--- config.mk ---
export PLATFORM = sky130hd
export DESIGN_NAME = pixel_fb_writer_flat
export DESIGN_NICKNAME = d
export VERILOG_FILES = /design/src/rtl/fb_pkg.sv /design/src/rtl/pixel_fb_writer_if.sv /design/src/rtl/pixel_fifo.sv /design/src/rtl/pixel_fb_writer.sv /design/src/flat_wrapper.sv
export SDC_FILE = /design/constraint.sdc
export NUM_CORES = 1
export LEC_CHECK = 0
export BUFFER_PORTS_ARGS = -buffer_cell sky130_fd_sc_hd__buf_4
export CORE_MARGIN = 4
export CORE_UTILIZATION = 30
export DETAILED_ROUTE_END_ITERATION = 8
export PLACE_DENSITY_LB_ADDON = 0.3
export SYNTH_ARGS = -nofsm -noshare
export SYNTH_HDL_FRONTEND = slang
export SYNTH_HIERARCHICAL = 1
export SYNTH_SLANG_ARGS = --single-unit
--- constraint.sdc ---
create_clock -name clk -period 4.2 [get_ports clk]
set_input_delay 0.84 -clock clk [delete_from_list [all_inputs] [get_ports clk]]
set_output_delay 0.84 -clock clk [all_outputs]
set_load 0.05 [all_outputs]
--- src/rtl/fb_pkg.sv ---
// rtl/fb_pkg.sv - frame-buffer geometry constants and pixel writer state type
package fb_pkg;
  localparam int FB_WIDTH  = 160;
  localparam int FB_HEIGHT = 120;
  localparam int FB_PIXELS = FB_WIDTH * FB_HEIGHT;
  localparam int COLOUR_W  = 3;
  localparam int ADDR_W    = 15;

  typedef enum logic [1:0] {
    ST_RUN,
    ST_DRAIN,
    ST_CLEAR
  } fb_state_e;
endpackage

--- src/rtl/pixel_fb_writer_if.sv ---
// rtl/pixel_fb_writer_if.sv - pixel beat stream in, frame-buffer write port out
interface pixel_fb_writer_if;
  import fb_pkg::*;

  logic                plot_in;
  logic [7:0]          x_in;
  logic [6:0]          y_in;
  logic [COLOUR_W-1:0] colour_in;
  logic                ready_out;
  logic                fb_we;
  logic [ADDR_W-1:0]   fb_addr;
  logic [COLOUR_W-1:0] fb_data;
  logic                fb_grant;

  // master: pixel producer plus frame-buffer RAM; slave: the writer itself
  modport master (
    output plot_in, x_in, y_in, colour_in, fb_grant,
    input  ready_out, fb_we, fb_addr, fb_data
  );
  modport slave (
    input  plot_in, x_in, y_in, colour_in, fb_grant,
    output ready_out, fb_we, fb_addr, fb_data
  );
endinterface

--- src/rtl/pixel_fifo.sv ---
// rtl/pixel_fifo.sv - synchronous FIFO with full/empty/last-entry flags
module pixel_fifo #(
  parameter int WIDTH = 18,
  parameter int DEPTH = 4
) (
  input  logic             clk,
  input  logic             reset,
  input  logic             push_i,
  input  logic [WIDTH-1:0] push_data_i,
  input  logic             pop_i,
  output logic [WIDTH-1:0] head_o,
  output logic             full_o,
  output logic             empty_o,
  output logic             last_o
);
  localparam int AW = $clog2(DEPTH);

  logic [WIDTH-1:0] mem_q [DEPTH];
  logic [AW:0]      wptr_q, rptr_q, count;
  logic             do_push, do_pop;

  // pointers carry one extra wrap bit so full and empty are distinguishable
  assign count   = wptr_q - rptr_q;
  assign full_o  = count == (AW+1)'(DEPTH);
  assign empty_o = count == '0;
  assign last_o  = count == (AW+1)'(1);
  assign head_o  = mem_q[rptr_q[AW-1:0]];
  assign do_push = push_i && !full_o;
  assign do_pop  = pop_i && !empty_o;

  always_ff @(posedge clk) begin
    if (do_push) mem_q[wptr_q[AW-1:0]] <= push_data_i;
  end

  always_ff @(posedge clk) begin
    if (reset) begin
      wptr_q <= '0;
      rptr_q <= '0;
    end else begin
      if (do_push) wptr_q <= wptr_q + 1'b1;
      if (do_pop)  rptr_q <= rptr_q + 1'b1;
    end
  end
endmodule

--- src/rtl/pixel_fb_writer.sv ---
// rtl/pixel_fb_writer.sv - buffers pixel beats and writes them, or a full-screen clear, into the frame buffer
// Optional transparent-colour skip: PIXEL_FB_WRITER_TRANSPARENT_KEY_EN
module pixel_fb_writer
  import fb_pkg::*;
#(
  parameter int WIDTH      = FB_WIDTH,
  parameter int HEIGHT     = FB_HEIGHT,
  parameter int FIFO_DEPTH = 4
`ifdef PIXEL_FB_WRITER_TRANSPARENT_KEY_EN
  , parameter logic [COLOUR_W-1:0] KEY_COLOUR = '0
`endif
) (
  input  logic                clk,
  input  logic                reset,
  pixel_fb_writer_if.slave    bus,
  input  logic                clear_req,
  input  logic [COLOUR_W-1:0] clear_colour,
  output logic                clear_done,
  output logic                idle,
  output logic [15:0]         drop_count,
  output logic [15:0]         write_count
);
  localparam int ENTRY_W = ADDR_W + COLOUR_W;
  localparam logic [ADDR_W-1:0] LAST_ADDR = ADDR_W'(WIDTH * HEIGHT - 1);

  fb_state_e           state_q, state_d;
  logic [COLOUR_W-1:0] clr_colour_q;
  logic [ADDR_W-1:0]   sweep_q;
  logic                clear_done_q;
  logic [15:0]         drop_q, wr_q;

  logic                ready, accept, in_range, key_hit, push, pop, granted, sweep_last;
  logic                fifo_full, fifo_empty, fifo_last;
  logic [ADDR_W-1:0]   beat_addr;
  logic [ENTRY_W-1:0]  head;

  assign accept     = bus.plot_in && ready;
  assign in_range   = (32'(bus.x_in) < WIDTH) && (32'(bus.y_in) < HEIGHT);
`ifdef PIXEL_FB_WRITER_TRANSPARENT_KEY_EN
  assign key_hit    = bus.colour_in == KEY_COLOUR;
`else
  assign key_hit    = 1'b0;
`endif
  assign beat_addr  = ADDR_W'(bus.x_in) + ADDR_W'(WIDTH) * ADDR_W'(bus.y_in);
  assign push       = accept && in_range && !key_hit;
  assign granted    = bus.fb_we && bus.fb_grant;
  assign pop        = granted && (state_q != ST_CLEAR);
  assign sweep_last = sweep_q == LAST_ADDR;

  pixel_fifo #(
    .WIDTH (ENTRY_W),
    .DEPTH (FIFO_DEPTH)
  ) u_fifo (
    .clk         (clk),
    .reset       (reset),
    .push_i      (push),
    .push_data_i ({beat_addr, bus.colour_in}),
    .pop_i       (pop),
    .head_o      (head),
    .full_o      (fifo_full),
    .empty_o     (fifo_empty),
    .last_o      (fifo_last)
  );

  always_ff @(posedge clk) begin
    if (reset) state_q <= ST_RUN;
    else       state_q <= state_d;
  end

  // the pop that empties the FIFO may hand over to the sweep directly
  always_comb begin
    state_d = state_q;
    unique case (state_q)
      ST_RUN:   if (clear_req) state_d = ST_DRAIN;
      ST_DRAIN: if (fifo_empty || (pop && fifo_last)) state_d = ST_CLEAR;
      ST_CLEAR: if (granted && sweep_last) state_d = ST_RUN;
      default:  state_d = ST_RUN;
    endcase
  end

  always_comb begin
    ready = (state_q == ST_RUN) && !fifo_full;
    idle  = (state_q == ST_RUN) && fifo_empty;
    if (state_q == ST_CLEAR) begin
      bus.fb_we   = 1'b1;
      bus.fb_addr = sweep_q;
      bus.fb_data = clr_colour_q;
    end else begin
      bus.fb_we   = !fifo_empty;
      bus.fb_addr = fifo_empty ? '0 : head[ENTRY_W-1:COLOUR_W];
      bus.fb_data = fifo_empty ? '0 : head[COLOUR_W-1:0];
    end
  end

  always_ff @(posedge clk) begin
    if (reset) begin
      clr_colour_q <= '0;
      sweep_q      <= '0;
      clear_done_q <= 1'b0;
      drop_q       <= '0;
      wr_q         <= '0;
    end else begin
      clear_done_q <= (state_q == ST_CLEAR) && granted && sweep_last;
      if (state_q == ST_RUN && clear_req) begin
        clr_colour_q <= clear_colour;
        sweep_q      <= '0;
      end else if (state_q == ST_CLEAR && granted) begin
        sweep_q <= sweep_q + 1'b1;
      end
      if (accept && !in_range && drop_q != 16'hFFFF) drop_q <= drop_q + 16'd1;
      if (granted) wr_q <= wr_q + 16'd1;
    end
  end

  assign bus.ready_out = ready;
  assign clear_done    = clear_done_q;
  assign drop_count    = drop_q;
  assign write_count   = wr_q;
endmodule

--- src/flat_wrapper.sv ---
// flat-port wrapper written by rule: the top's interface ports become plain ports
module pixel_fb_writer_flat import fb_pkg::*;
#(
  parameter int WIDTH      = FB_WIDTH,
  parameter int HEIGHT     = FB_HEIGHT,
  parameter int FIFO_DEPTH = 4

)
  (clk, reset, clear_req, clear_colour, clear_done, idle, drop_count, write_count, bus_plot_in, bus_x_in, bus_y_in, bus_colour_in, bus_fb_grant, bus_ready_out, bus_fb_we, bus_fb_addr, bus_fb_data);
  pixel_fb_writer_if bus_i ();
  input  logic clk;
  input  logic reset;
  input  logic clear_req;
  input  logic [COLOUR_W-1:0] clear_colour;
  output logic clear_done;
  output logic idle;
  output logic [15:0] drop_count;
  output logic [15:0] write_count;
  input wire logic [$bits(bus_i.plot_in)-1:0] bus_plot_in;
  input wire logic [$bits(bus_i.x_in)-1:0] bus_x_in;
  input wire logic [$bits(bus_i.y_in)-1:0] bus_y_in;
  input wire logic [$bits(bus_i.colour_in)-1:0] bus_colour_in;
  input wire logic [$bits(bus_i.fb_grant)-1:0] bus_fb_grant;
  output wire logic [$bits(bus_i.ready_out)-1:0] bus_ready_out;
  output wire logic [$bits(bus_i.fb_we)-1:0] bus_fb_we;
  output wire logic [$bits(bus_i.fb_addr)-1:0] bus_fb_addr;
  output wire logic [$bits(bus_i.fb_data)-1:0] bus_fb_data;
  assign bus_i.plot_in = bus_plot_in;
  assign bus_i.x_in = bus_x_in;
  assign bus_i.y_in = bus_y_in;
  assign bus_i.colour_in = bus_colour_in;
  assign bus_i.fb_grant = bus_fb_grant;
  assign bus_ready_out = bus_i.ready_out;
  assign bus_fb_we = bus_i.fb_we;
  assign bus_fb_addr = bus_i.fb_addr;
  assign bus_fb_data = bus_i.fb_data;
  pixel_fb_writer #(.WIDTH(WIDTH), .HEIGHT(HEIGHT), .FIFO_DEPTH(FIFO_DEPTH)) u_core (.clk(clk), .reset(reset), .bus(bus_i), .clear_req(clear_req), .clear_colour(clear_colour), .clear_done(clear_done), .idle(idle), .drop_count(drop_count), .write_count(write_count));
endmodule
==> flow_metrics.tcl, run 1 <==
set metrics [dict create \
    tns_ps 0 \
    dp_hpwl_um 10460 \
    yosys_warnings 6 \
    first_global_vias 4749 \
    gp_congestion 0.7916 \
    dr.pass1.iters 4 \
    vias_per_cell 4.957 \
    crit_required_ps 3360 \
    core-area_um2 21090 \
    ys.flop_type "edfxtp_1" \
    num_vias 4600 \
    setup_viol 0 \
    end_kind "output port" \
    status "completed" \
    syn_area_per_cell_um2 11.46 \
    dr.first_iter.drc_count 287 \
    wl_per_cell_um 16.00 \
    p_int_w 0.002580 \
    post_cts_resized 0 \
    wl_met3_um 421 \
    finClkSkew_ps 9.756 \
    sw_frac_of_total 0.3064 \
    finalCritPeriodShare 0.9212 \
    worst_pin_slew_ps 1073 \
    synth-edff-count 72 \
    max_freq_ghz 0.2585 \
    ys_seq_area_frac 0.5242 \
    wl_met2_um 7632 \
    p_comb_frac 0.205 \
    n_antenna_cell 0 \
    crit_fanout 25 \
    start_kind "register" \
    final_util 0.3757 \
    clockPowerShare 0.399 \
    cap_violations 0 \
    critPathMaxStageDelay_ps 600 \
    rows 53 \
    synth_cells 563 \
    fp.dieArea_um2 23920 \
    fin_crit_ps 3869 \
    relSlewSlack 0.2845 \
    io-pin-count 80 \
    tritoncts "built" \
    syn_nets 614 \
    synth_seq_cells 133 \
    ys_types 62 \
    grt_use_total 0.1268 \
    rsz0062_at_grt "no" \
    grt_overflow 0 \
    p_per_area_nw_per_um2 469.6 \
    grt_pass1_wl_um 24610 \
    nets 692 \
    cts.hold.buffers_added 0 \
    cpMaxStageDelayCell "fa_1" \
    finalHoldViolCount 0 \
    synthTopCellsByArea "edfxtp_1 34%, dfxtp_1 19%, mux4_2 6.3%" \
    drc_errors 0 \
    p_leak_nw 2.896 \
    worstPathArrival_ps 3030 \
    vdd_drop_max_mv 0.2078 \
    cts-buffers-inserted 17 \
    p_seq_frac 0.396 \
    wl_met1_um 6676 \
    worstPathCellList "inv_1, ha_1, fa_1, nand2_1, nor2_1, inv_2, nand3_1, o21ai_0, buf_4" \
    ant_nets 0 \
    slew_viol_final 0 \
    holdWs_ps 488.9 \
    synth_top_area_cell "edfxtp_1" \
    async_flop_share 0 \
    finalWirelength_um 14840 \
    drive_gt1_frac 0.2389 \
    crit_type "register to output port" \
    clk_latency_ps 410 \
    layout.cells.most_common_list "87 x buf_4, 72 x edfxtp_1, 61 x dfxtp_1" \
    routed.top_layer "met4" \
    syn_area_um2 6454 \
    htreeDepth 4 \
    grt_max_degree 59 \
    path_clk_slew_ps 60 \
    die_h_um 154.7 \
    io_buffers 79 \
    antenna_found_initial 0 \
    syn2layout_area_growth_pct 22.76 \
    hold_path_class "register to register" \
    start_util 0.3060 \
    postCtsSetupRepairBufs 0 \
    die_x_um 154.7 \
    clk_path_buf_depth 2 \
    clock-sinks 133 \
    p_switching_w 0.001140 \
    final_common_cell "buf_4" \
    root_buffer "clkbuf_16" \
    synth_top_area_share 0.3350 \
]
-- metal layers --
metal  global-route usage  up-vias
li1                     -     2271
met1               0.1566     2250
met2               0.2223       71
met3              0.02854        8
met4              0.03616        0
met5                    0        -
-- state kept, by name, indices dropped and copies added, names as in the netlist, named ones only --
signal and flops:
u_core/u_fifo/rptr_q 3, u_core/u_fifo/mem_q 72, u_core/u_fifo/wptr_q 3, u_core/clr_colour_q 3, u_core/state_q 2, u_core/sweep_q 15, u_core/drop_count 16, u_core/write_count 16
u_core/clear_done 1
-- worst max-delay path, delay by kind of cell, from the launching register on --
| family | cells | cell delay (ps) |
|---|---|---|
| flip-flops | 1 | 380 |
| AO/OA/AOI/OAI | 1 | 140 |
| buffers and inverters | 3 | 650 |
| AND/OR/NAND/NOR | 3 | 620 |
| adder cells (fa/ha/maj) | 2 | 820 |
-- cell type report --
type | count | area [µm²]
flip-flops and latches | 133 | 3383
clock buffers | 17 | 425.4
multi-input cells | 384 | 2883
repair buffers | 87 | 653.1
well taps | 275 | 344.1
inverters | 18 | 67.56
fillers | 2066 | 13170
clock inverters | 14 | 166.4
-- cells in the mapped netlist (5+ instances only) --
library cell	n
edfxtp_1	72
dfxtp_1	61
nor2_1	46
nand2_1	42
nand3_1	32
a21oi_1	25
ha_1	22
o21ai_0	20
clkbuf_1	19
mux4_2	18
inv_1	17
xnor2_1	16
nand4_1	12
nor2b_1	12
nor3_1	10
nor4_1	10
o31ai_1	10
or4_1	10
mux2_2	7
mux2i_1	7
or3_1	7
xor2_1	7
and4_1	6
nand2b_1	5
nor3b_1	5
-- final timing paths --
path / startpoint / depth (start not counted) / endpoint / slack [ps]
worst max-delay path: u_core/u_fifo/wptr_q[0] / 9 / bus_fb_addr[14] / 330
worst min-delay path: u_core/write_count[15] / 2 / u_core/write_count[15] / 490
worst max register to register: u_core/u_fifo/wptr_q[0] / 11 / u_core/u_fifo/mem_q[1][4] / 830
worst min register to register: u_core/write_count[15] / 2 / u_core/write_count[15] / 490
-- power groups by stage --
stage	Combinational [W]	Clock, W	Sequential (W)
after floorplan	0.000536	0	0.00151
after global placement	0.000763	0	0.00150
after detailed placement	0.000773	0	0.00150
after CTS	0.000776	0.00151	0.00147
after global routing	0.000829	0.00157	0.00148
final	0.000764	0.00148	0.00147
-- cell families after synthesis --
group | Yosys count | share of synthesized area
adder cells (fa/ha/maj) | 25 | 0.05196
AND/OR/NAND/NOR | 214 | 0.1741
multiplexers | 37 | 0.09519
AO/OA/AOI/OAI | 83 | 0.08686
flip-flops | 133 | 0.5242
XOR/XNOR | 25 | 0.03858
buffers and inverters | 46 | 0.02908
-- metrics by stage --
| stage | power [W] | setup WS (ps) | std cells | cell area (µm²) |
|---|---|---|---|---|
| finish | 0.003721 | 331.0 | 928 | 7923 |
| floorplan | 0.002042 | 429.1 | 563 | 6454 |
| global route | 0.003880 | 63.01 | 928 | 7923 |
| detailed placement | 0.002274 | 523.4 | 897 | 7331 |
| global placement | 0.002261 | 647.2 | 897 | 7331 |
| CTS | 0.003762 | 338.3 | 928 | 7923 |
No activity file was read; power rests on OpenSTA's default activity.
==> inputs of run 2 (changes only) <==
--- a/config.mk
+++ b/config.mk
@@ -7,9 +7,9 @@
 export LEC_CHECK = 0
 export BUFFER_PORTS_ARGS = -buffer_cell sky130_fd_sc_hd__buf_4
 export CORE_MARGIN = 4
-export CORE_UTILIZATION = 30
+export CORE_UTILIZATION = 55
 export DETAILED_ROUTE_END_ITERATION = 8
-export PLACE_DENSITY_LB_ADDON = 0.3
+export PLACE_DENSITY = 0.78
 export SYNTH_ARGS = -nofsm -noshare
 export SYNTH_HDL_FRONTEND = slang
 export SYNTH_HIERARCHICAL = 1
==> run 2 against run 1 <==
Against the previous run: register-to-register slack got worse by 190 ps; via count up 4.4%; utilization increased by 30 points; cell area decreased by 2.5%; clock skew is 0.95 ps higher; clock-buffer cell count increased by 2; die area fell by 43%; maximum frequency shrank 0.62%; worst hold slack lost 5.6 ps; worst setup slack lost 24 ps.
==> flow_metrics.tcl, run 2 (synthesis gave the netlist of run 1 again) <==
set metrics [dict create \
    vias_per_cell 6.050 \
    clock-sinks 133 \
    io_buffers 79 \
    final_common_cell "buf_4" \
    max_freq_ghz 0.2569 \
    path_clk_slew_ps 60 \
    finalWirelength_um 14380 \
    nFillCells 830 \
    htreeDepth 4 \
    rows 39 \
    dr.first_iter.drc_count 467 \
    largest_register_ffs 72 \
    die_x_um 116.3 \
    setup_slack_ps 307.0 \
    fin_crit_ps 3893 \
    finalCritPeriodShare 0.9269 \
    finalHoldViolCount 0 \
    n_antenna_cell 0 \
    first_global_vias 4580 \
    multi_input_area_um2 2883 \
    cts.hold.buffers_added 0 \
    dr.pass1.iters 5 \
    p_leak_nw 2.877 \
    grt_use_total 0.2208 \
    drive_gt1_frac 0.2304 \
    gp_congestion 0.8386 \
    clk_latency_ps 410 \
    status "completed" \
    dpl.cell_count 763 \
    crit_required_ps 3360 \
    syn2layout_area_growth_pct 19.64 \
    root_buffer "clkbuf_16" \
    fp.dieArea_um2 13530 \
    antenna_found_initial 0 \
    dp_hpwl_um 9741 \
    worst_pin_slew_ps 1175 \
    fin_area_um2 7721 \
    post_cts_resized 0 \
    cts-buffers-inserted 17 \
    pre_cts_slack_ps 561.7 \
    grt_overflow 0 \
    hold_path_class "register to register" \
    crit_fanout 25 \
    die_h_um 116.3 \
    final_cell_count_no_fill 794 \
    worstPathArrival_ps 3050 \
    relSlewSlack 0.2170 \
    start_kind "register" \
    final_util 0.6733 \
    finClkSkew_ps 10.71 \
    grt_max_degree 59 \
    grt_pass1_wl_um 23040 \
    setup_viol 0 \
    slew_viol_final 0 \
    nets 690 \
    p_per_area_nw_per_um2 475.4 \
    place_area_um2 7151 \
    drc_errors 0 \
    rsz0062_at_grt "no" \
    cap_violations 0 \
    num_vias 4804 \
    layout.cells.most_common_list "85 x buf_4, 72 x edfxtp_1, 61 x dfxtp_1" \
    start_util 0.5628 \
    core-area_um2 11470 \
    vdd_drop_max_mv 0.3133 \
    wl_per_cell_um 18.11 \
    crit_type "register to output port" \
    clk_path_buf_depth 2 \
    end_kind "output port" \
    tns_ps 0 \
    regArea_um2 3383 \
    ant_nets 0 \
    postCtsSetupRepairBufs 0 \
    io-pin-count 80 \
    tritoncts "built" \
]
-- run 2: cell count changes in the layout (fill, tap and decap cells not counted), sizes merged --
cell	delta
buf	-2
inv	-7
clkbuf	+2
bufinv	+1
clkinv	+4
-- run 2: per-stage QoR --
stage / hold WS, ps / power (W)
3_5_place_dp: 476.8 / 0.002261
5_1_grt: 535.3 / 0.003817
4_1_cts: 486.0 / 0.003694
2_1_floorplan: 460.2 / 0.002042
6_report: 483.3 / 0.003671
3_3_place_gp: 466.1 / 0.002240
-- run 2: metal layers --
metal	up-vias	part of all wire	GRT usage	routed length (µm)
met5	-	0	0	0
met2	170	0.50	0.3711	7263
li1	2273	-	-	-
met4	0	0.017	0.07347	245
met3	23	0.058	0.04974	840
met1	2338	0.42	0.2844	6034
-- run 2: power breakdown --
part | total [W] | internal [W] | switching [W]
clock network | 0.00143 | 0.000918 | 0.000510
logic | 0.000769 | 0.000242 | 0.000526
registers | 0.00147 | 0.00145 | 0.0000279
total | 0.00367 | 0.00261 | 0.00106
-- run 2: layout make-up --
class                           instances  share of cell area
Clock buffer                           19             0.05607
Clock inverter                         12             0.01783
Inverter                               18            0.008751
Multi-Input combinational cell        384              0.3734
Sequential cell                       133              0.4382
Tap cell                              143             0.02317
Timing Repair Buffer                   85             0.08264
-- run 2: critical path, cell delays in order, from the launching register on --
cell and delay [ps]:
dfxtp_1 380, inv_1 120, ha_1 230, fa_1 590
nand2_1 150, nor2_1 330, inv_2 270, nand3_1 180
o21ai_0 140, buf_4 250
-- run 2: path summary, 6_finish.rpt --
path                                               from                    endpoint  slack (ps)  cells after the start
worst max register to register  u_core/u_fifo/wptr_q[0]  u_core/u_fifo/mem_q[3][17]         640                     10
worst max-delay path            u_core/u_fifo/wptr_q[0]             bus_fb_addr[12]         310                      9
worst min register to register   u_core/write_count[15]      u_core/write_count[15]         480                      2
worst min-delay path             u_core/write_count[15]      u_core/write_count[15]         480                      2
